<file path="config.mk">
export PLATFORM = sky130hd
export DESIGN_NAME = col_conf_ctrl
export DESIGN_NICKNAME = d
export VERILOG_FILES = /design/src/rtl/col_conf_ctrl.sv
export SDC_FILE = /design/constraint.sdc
export NUM_CORES = 2
export LEC_CHECK = 0
export CAP_MARGIN = 20
export CORE_UTILIZATION = 55
export DETAILED_ROUTE_END_ITERATION = 8
export PLACE_DENSITY = 0.88
export SYNTH_ARGS = -nofsm -noshare
export SYNTH_HDL_FRONTEND = slang
export SYNTH_SLANG_ARGS = --single-unit
</file>
<file path="constraint.sdc">
create_clock -name clk -period 32.4 [get_ports clk]
set_input_delay 3.24 -clock clk [delete_from_list [all_inputs] [get_ports clk]]
set_output_delay 3.24 -clock clk [all_outputs]
set_load 0.02 [all_outputs]
</file>
<file path="src/rtl/col_conf_ctrl.sv">
// col_conf_ctrl: shadow/active configuration banks and RUN-window sequencer for one PE column.
// Optional CONF_READBACK_EN adds a registered active-bank readback port.
`default_nettype none

module col_conf_ctrl #(
  parameter int PE_NUM = 8,
  parameter int ALU_W  = 4,
  parameter int SEL_W  = 3,
  parameter int SE_W   = 2,
  parameter int DATA_W = 16,
  parameter int LEN_W  = 16,
  parameter int IDX_W  = $clog2(PE_NUM)
) (
  input  logic                       clk,
  input  logic                       rst,
  input  logic                       cfg_valid,
  output logic                       cfg_ready,
  input  logic [IDX_W-1:0]           cfg_pe,
  input  logic [2:0]                 cfg_field,
  input  logic [DATA_W-1:0]          cfg_data,
  input  logic                       commit,
  input  logic                       start,
  input  logic [LEN_W-1:0]           run_len,
  output logic [PE_NUM*ALU_W-1:0]    conf_alu,
  output logic [PE_NUM*SEL_W-1:0]    conf_sel_a,
  output logic [PE_NUM*SEL_W-1:0]    conf_sel_b,
  output logic [PE_NUM*SE_W-1:0]     conf_se,
  output logic [PE_NUM*DATA_W-1:0]   const_a,
  output logic [PE_NUM*DATA_W-1:0]   const_b,
`ifdef CONF_READBACK_EN
  input  logic [IDX_W-1:0]           rd_pe,
  input  logic [2:0]                 rd_field,
  output logic [DATA_W-1:0]          rd_data,
`endif
  output logic                       run,
  output logic                       done,
  output logic                       busy
);

  typedef enum logic [1:0] {
    S_IDLE = 2'd0,
    S_RUN  = 2'd1,
    S_SWAP = 2'd2
  } state_t;

  state_t            state, state_n;
  logic [LEN_W-1:0]  cnt, cnt_n;
  logic [LEN_W-1:0]  len_q, len_n;
  logic              pend, pend_n;
  logic              st_lat, st_lat_n;
  logic              done_n;

  logic [ALU_W-1:0]  sh_alu   [PE_NUM];
  logic [SEL_W-1:0]  sh_sel_a [PE_NUM];
  logic [SEL_W-1:0]  sh_sel_b [PE_NUM];
  logic [SE_W-1:0]   sh_se    [PE_NUM];
  logic [DATA_W-1:0] sh_ca    [PE_NUM];
  logic [DATA_W-1:0] sh_cb    [PE_NUM];

  logic [ALU_W-1:0]  ac_alu   [PE_NUM];
  logic [SEL_W-1:0]  ac_sel_a [PE_NUM];
  logic [SEL_W-1:0]  ac_sel_b [PE_NUM];
  logic [SE_W-1:0]   ac_se    [PE_NUM];
  logic [DATA_W-1:0] ac_ca    [PE_NUM];
  logic [DATA_W-1:0] ac_cb    [PE_NUM];

  always_comb begin
    state_n  = state;
    cnt_n    = cnt;
    len_n    = len_q;
    pend_n   = pend;
    st_lat_n = st_lat;
    done_n   = 1'b0;
    case (state)
      S_IDLE: begin
        if (commit) begin
          state_n = S_SWAP;
          if (start) begin
            st_lat_n = 1'b1;
            len_n    = run_len;
          end
        end else if (start) begin
          if (run_len == '0) begin
            done_n = 1'b1;
          end else begin
            state_n = S_RUN;
            cnt_n   = run_len - LEN_W'(1);
          end
        end
      end
      S_RUN: begin
        if (commit) pend_n = 1'b1;
        if (cnt == '0) begin
          state_n = pend_n ? S_SWAP : S_IDLE;
        end else begin
          cnt_n = cnt - LEN_W'(1);
        end
      end
      S_SWAP: begin
        pend_n   = 1'b0;
        st_lat_n = 1'b0;
        state_n  = S_IDLE;
        // START latched alongside COMMIT runs on the freshly swapped bank
        if (st_lat) begin
          if (len_q == '0) begin
            done_n = 1'b1;
          end else begin
            state_n = S_RUN;
            cnt_n   = len_q - LEN_W'(1);
          end
        end
      end
      default: state_n = S_IDLE;
    endcase
  end

  always_ff @(posedge clk or posedge rst) begin
    if (rst) begin
      state     <= S_IDLE;
      cnt       <= '0;
      len_q     <= '0;
      pend      <= 1'b0;
      st_lat    <= 1'b0;
      run       <= 1'b0;
      done      <= 1'b0;
      busy      <= 1'b0;
      cfg_ready <= 1'b1;
    end else begin
      state     <= state_n;
      cnt       <= cnt_n;
      len_q     <= len_n;
      pend      <= pend_n;
      st_lat    <= st_lat_n;
      run       <= (state_n == S_RUN);
      done      <= done_n || ((state_n == S_RUN) && (cnt_n == '0));
      busy      <= (state_n != S_IDLE) || pend_n;
      cfg_ready <= (state_n != S_SWAP);
    end
  end

  always_ff @(posedge clk or posedge rst) begin
    if (rst) begin
      for (int i = 0; i < PE_NUM; i++) begin
        sh_alu[i]   <= '0;
        sh_sel_a[i] <= '0;
        sh_sel_b[i] <= '0;
        sh_se[i]    <= '0;
        sh_ca[i]    <= '0;
        sh_cb[i]    <= '0;
      end
    end else if (cfg_valid && cfg_ready) begin
      case (cfg_field)
        3'd0:    sh_alu[cfg_pe]   <= cfg_data[ALU_W-1:0];
        3'd1:    sh_sel_a[cfg_pe] <= cfg_data[SEL_W-1:0];
        3'd2:    sh_sel_b[cfg_pe] <= cfg_data[SEL_W-1:0];
        3'd3:    sh_se[cfg_pe]    <= cfg_data[SE_W-1:0];
        3'd4:    sh_ca[cfg_pe]    <= cfg_data;
        3'd5:    sh_cb[cfg_pe]    <= cfg_data;
        default: ;
      endcase
    end
  end

  always_ff @(posedge clk or posedge rst) begin
    if (rst) begin
      for (int i = 0; i < PE_NUM; i++) begin
        ac_alu[i]   <= '0;
        ac_sel_a[i] <= '0;
        ac_sel_b[i] <= '0;
        ac_se[i]    <= '0;
        ac_ca[i]    <= '0;
        ac_cb[i]    <= '0;
      end
    end else if (state == S_SWAP) begin
      for (int i = 0; i < PE_NUM; i++) begin
        ac_alu[i]   <= sh_alu[i];
        ac_sel_a[i] <= sh_sel_a[i];
        ac_sel_b[i] <= sh_sel_b[i];
        ac_se[i]    <= sh_se[i];
        ac_ca[i]    <= sh_ca[i];
        ac_cb[i]    <= sh_cb[i];
      end
    end
  end

  for (genvar i = 0; i < PE_NUM; i++) begin : g_pack
    assign conf_alu[i*ALU_W +: ALU_W]    = ac_alu[i];
    assign conf_sel_a[i*SEL_W +: SEL_W]  = ac_sel_a[i];
    assign conf_sel_b[i*SEL_W +: SEL_W]  = ac_sel_b[i];
    assign conf_se[i*SE_W +: SE_W]       = ac_se[i];
    assign const_a[i*DATA_W +: DATA_W]   = ac_ca[i];
    assign const_b[i*DATA_W +: DATA_W]   = ac_cb[i];
  end

`ifdef CONF_READBACK_EN
  always_ff @(posedge clk or posedge rst) begin
    if (rst) begin
      rd_data <= '0;
    end else begin
      case (rd_field)
        3'd0:    rd_data <= {{(DATA_W-ALU_W){1'b0}}, ac_alu[rd_pe]};
        3'd1:    rd_data <= {{(DATA_W-SEL_W){1'b0}}, ac_sel_a[rd_pe]};
        3'd2:    rd_data <= {{(DATA_W-SEL_W){1'b0}}, ac_sel_b[rd_pe]};
        3'd3:    rd_data <= {{(DATA_W-SE_W){1'b0}}, ac_se[rd_pe]};
        3'd4:    rd_data <= ac_ca[rd_pe];
        3'd5:    rd_data <= ac_cb[rd_pe];
        default: rd_data <= '0;
      endcase
    end
  end
`endif

endmodule

`default_nettype wire

</file>
==> results_dict.tcl <==
set metrics [dict create \
    clock_skew_ns 0.0274 \
    numCtsBuffers 76 \
    fill_cells 3359 \
    synth_top_area_cell "dfrtp_1" \
    syn_to_final_growth_pct 24.0 \
    synthTopCellsByArea "dfrtp_1 (63%), mux2_2 (28%), clkbuf_1 (1.3%)" \
    cts_buffer_depth 3 \
    cp.required_ns 32.95 \
    dieWidth_um 233 \
    yosys_register_bits 744 \
    setup_viol 0 \
    critPathTopFamily "simple AND/OR/NAND/NOR gates" \
    rsz0062_at_grt "false" \
    async_reset_ff_frac 1.00 \
    syn_avg_cell_area_um2 15.2 \
    fin_tns_setup_ns 0 \
    tightest_slew_ns 1.16 \
    drtPass1Iterations 5 \
    grtUsageTotal 0.286 \
    end_kind "flop" \
    ant_nets 0 \
    syn_area_um2 29400 \
    hold_buffers 0 \
    crit_arrival_ns 6.45 \
    grt_pass1_vias 19100 \
    dpl.hpwl_um 48700 \
    grt-ovfl-total 0 \
    hold_class "reg2reg" \
    pre_cts_ws_ns 25.89 \
    fin_hold_ws_ns 0.488 \
    ys_top_cells_by_count "dfrtp_1 (743), mux2_2 (719), clkbuf_1 (100)" \
    ir_worst_vdd_mv 0.131 \
    initial_core_util 0.559 \
    clock_sinks 744 \
    worst_slack_ns 26.50 \
    viasPerCell 5.87 \
    layout.nets 2374 \
    hold_viol 0 \
    cts.htree.levels 3 \
    clkTransAtPathRegs_ns 0.07 \
    vias 18000 \
    root_buffer "clkbuf_16" \
    synth.most_common_cell "dfrtp_1" \
    synth-compound-area-share 0.0208 \
    setup.worst_path.start_class "primary input" \
    synth_xor_area_frac 0.00774 \
    finalCritPeriodShare 0.182 \
    ys.flop_type "dfrtp_1" \
    rows 84 \
    synth_seq_area_share 0.633 \
    clock_latency_ns 0.63 \
    design.die.area_um2 54400 \
    io_pins 399 \
    fp.coreArea_um2 52700 \
    routed_wl_um 77000 \
    relSlewSlack 0.223 \
    setup.worst_path.class "in2reg" \
    netlist.area_leader.share 0.632 \
    grt_max_degree 208 \
    synthSimpleGateAreaFrac 0.0413 \
    die_y_um 233 \
    p_leak_uw 0.0172 \
    maxSlewViolCount 0 \
    drc 0 \
    power_density_nw_per_um2 103 \
    diodes 0 \
    numPortBuffers 398 \
    yosys.cell_types.count 70 \
    grt_pass1_wl_um 116000 \
    slowest_delay_ns 0.61 \
    layout-drive-gt1-share 0.369 \
    synthAdderAreaFrac 0.00425 \
    cap_violations 0 \
    gp_congestion 0.928 \
    crit_chain "clkdlybuf4s50_1 -> inv_1 -> ha_1 -> or4b_2 -> or4_4 -> nand2_1 -> o221ai_1 -> a22o_1 -> a2111oi_0 -> nand4b_1 -> o21ai_1" \
    synth.area.mux_share 0.276 \
    cts_tree "built" \
    synthCells 1935 \
    status "complete, no violations" \
    cts_repair_resize_count 0 \
    cp_num_buf_inv 2 \
    synth_nets 1988 \
    synth_top_family_by_area "multiplexers" \
    antenna_found_initial 0 \
    fmax_ghz 0.169 \
    post_cts_buffers 0 \
    synth_edf_count 0 \
    wl_per_cell_um 25.1 \
    min_period_ns 5.90 \
    synth-warning-count 0 \
    critPathMaxFanout 9 \
    slowest_stage "or4b_2" \
    drt_first_iter_violations 1185 \
]
cells in the final DEF (no fill, tap or decap), types with 4 or more instances in the layout:
master	instances
and2_1	5
o21ai_0	18
nand4_1	4
dfrtp_1	743
ha_1	9
clkbuf_8	8
xor2_1	7
o221ai_1	5
a22o_1	4
or4_1	11
clkinv_2	13
o211ai_1	8
or2_2	4
mux2_2	719
clkbuf_16	78
nor2_1	48
or3_1	7
inv_1	15
clkdlybuf4s50_1	395
nor3b_1	4
nand2b_1	5
buf_4	15
bufinv_16	4
nor3_1	22
a21oi_1	15
nand3_1	9
xnor2_1	19
nor2b_1	5
nor4_1	20
nand2_1	47
clkbuf_1	21
o22ai_1	4
final cells by class:
type,instances,area [um^2],area share
Clock buffer,107,2140,0.0587
Clock inverter,27,329,0.00902
Inverter,17,71.3,0.00195
Multi-Input combinational cell,1066,10300,0.283
Sequential cell,744,18600,0.510
Tap cell,688,861,0.0236
Timing Repair Buffer,416,4140,0.114
metal layers:
metal / vias to the layer above / share of wire / track usage
li1: 7693 / - / -
met1: 9462 / 0.41 / 0.374
met2: 638 / 0.49 / 0.462
met3: 184 / 0.060 / 0.0551
met4: 0 / 0.044 / 0.132
met5: - / 0 / 0
flip-flops by register name, indices dropped and copies added, names as in the netlist, 16 cells and up:
signal / count
const_a: 128
conf_alu: 32
sh_cb: 128
const_b: 128
sh_alu: 32
sh_sel_a: 24
sh_se: 16
cnt: 16
sh_sel_b: 24
conf_se: 16
conf_sel_a: 24
conf_sel_b: 24
len_q: 16
sh_ca: 128
final timing paths:
kind / startpoint / depth (start not counted) / endpoint / slack [ns]
max in group asynchronous: rst / 4 / sh_cb[44]$_DFFE_PP0P_ / 26.66
min: sh_cb[91]$_DFFE_PP0P_ / 1 / const_b[43]$_DFFE_PP0P_ / 0.49
max reg2reg: state[0]$_DFF_PP0_ / 11 / done$_DFF_PP0_ / 28.48
min reg2reg: sh_cb[91]$_DFFE_PP0P_ / 1 / const_b[43]$_DFFE_PP0P_ / 0.49
min in group asynchronous: rst / 2 / const_a[18]$_DFFE_PP0P_ / 3.19
max: run_len[0] / 11 / done$_DFF_PP0_ / 26.50
power breakdown:
part,total (uW),switching [uW],internal [uW],leakage [uW]
sequential,1470,226,1240,0.00999
combinational,1430,714,712,0.00596
clock,869,371,498,0.00121
total,3760,1310,2450,0.0172
kinds of logic after synthesis:
family / count (synthesis)
AOI/OAI and AO/OA: 87
muxes: 721
adders and majority gates: 10
xor gates and xnor gates: 26
buffers and inverters: 125
and+or+nand+nor: 222
DFF: 744
per-stage QoR:
step | instances | total power (uW) | instance area, um^2 | utilization
after global placement | 2931 | 2850 | 34000 | 0.646
after global routing | 3065 | 3910 | 36500 | 0.693
after CTS | 3065 | 3780 | 36500 | 0.693
final | 3065 | 3760 | 36500 | 0.693
after detailed placement | 2931 | 2880 | 34000 | 0.646
after floorplan | 1935 | 2210 | 29400 | -
No activity file was read; power rests on OpenSTA's default activity.
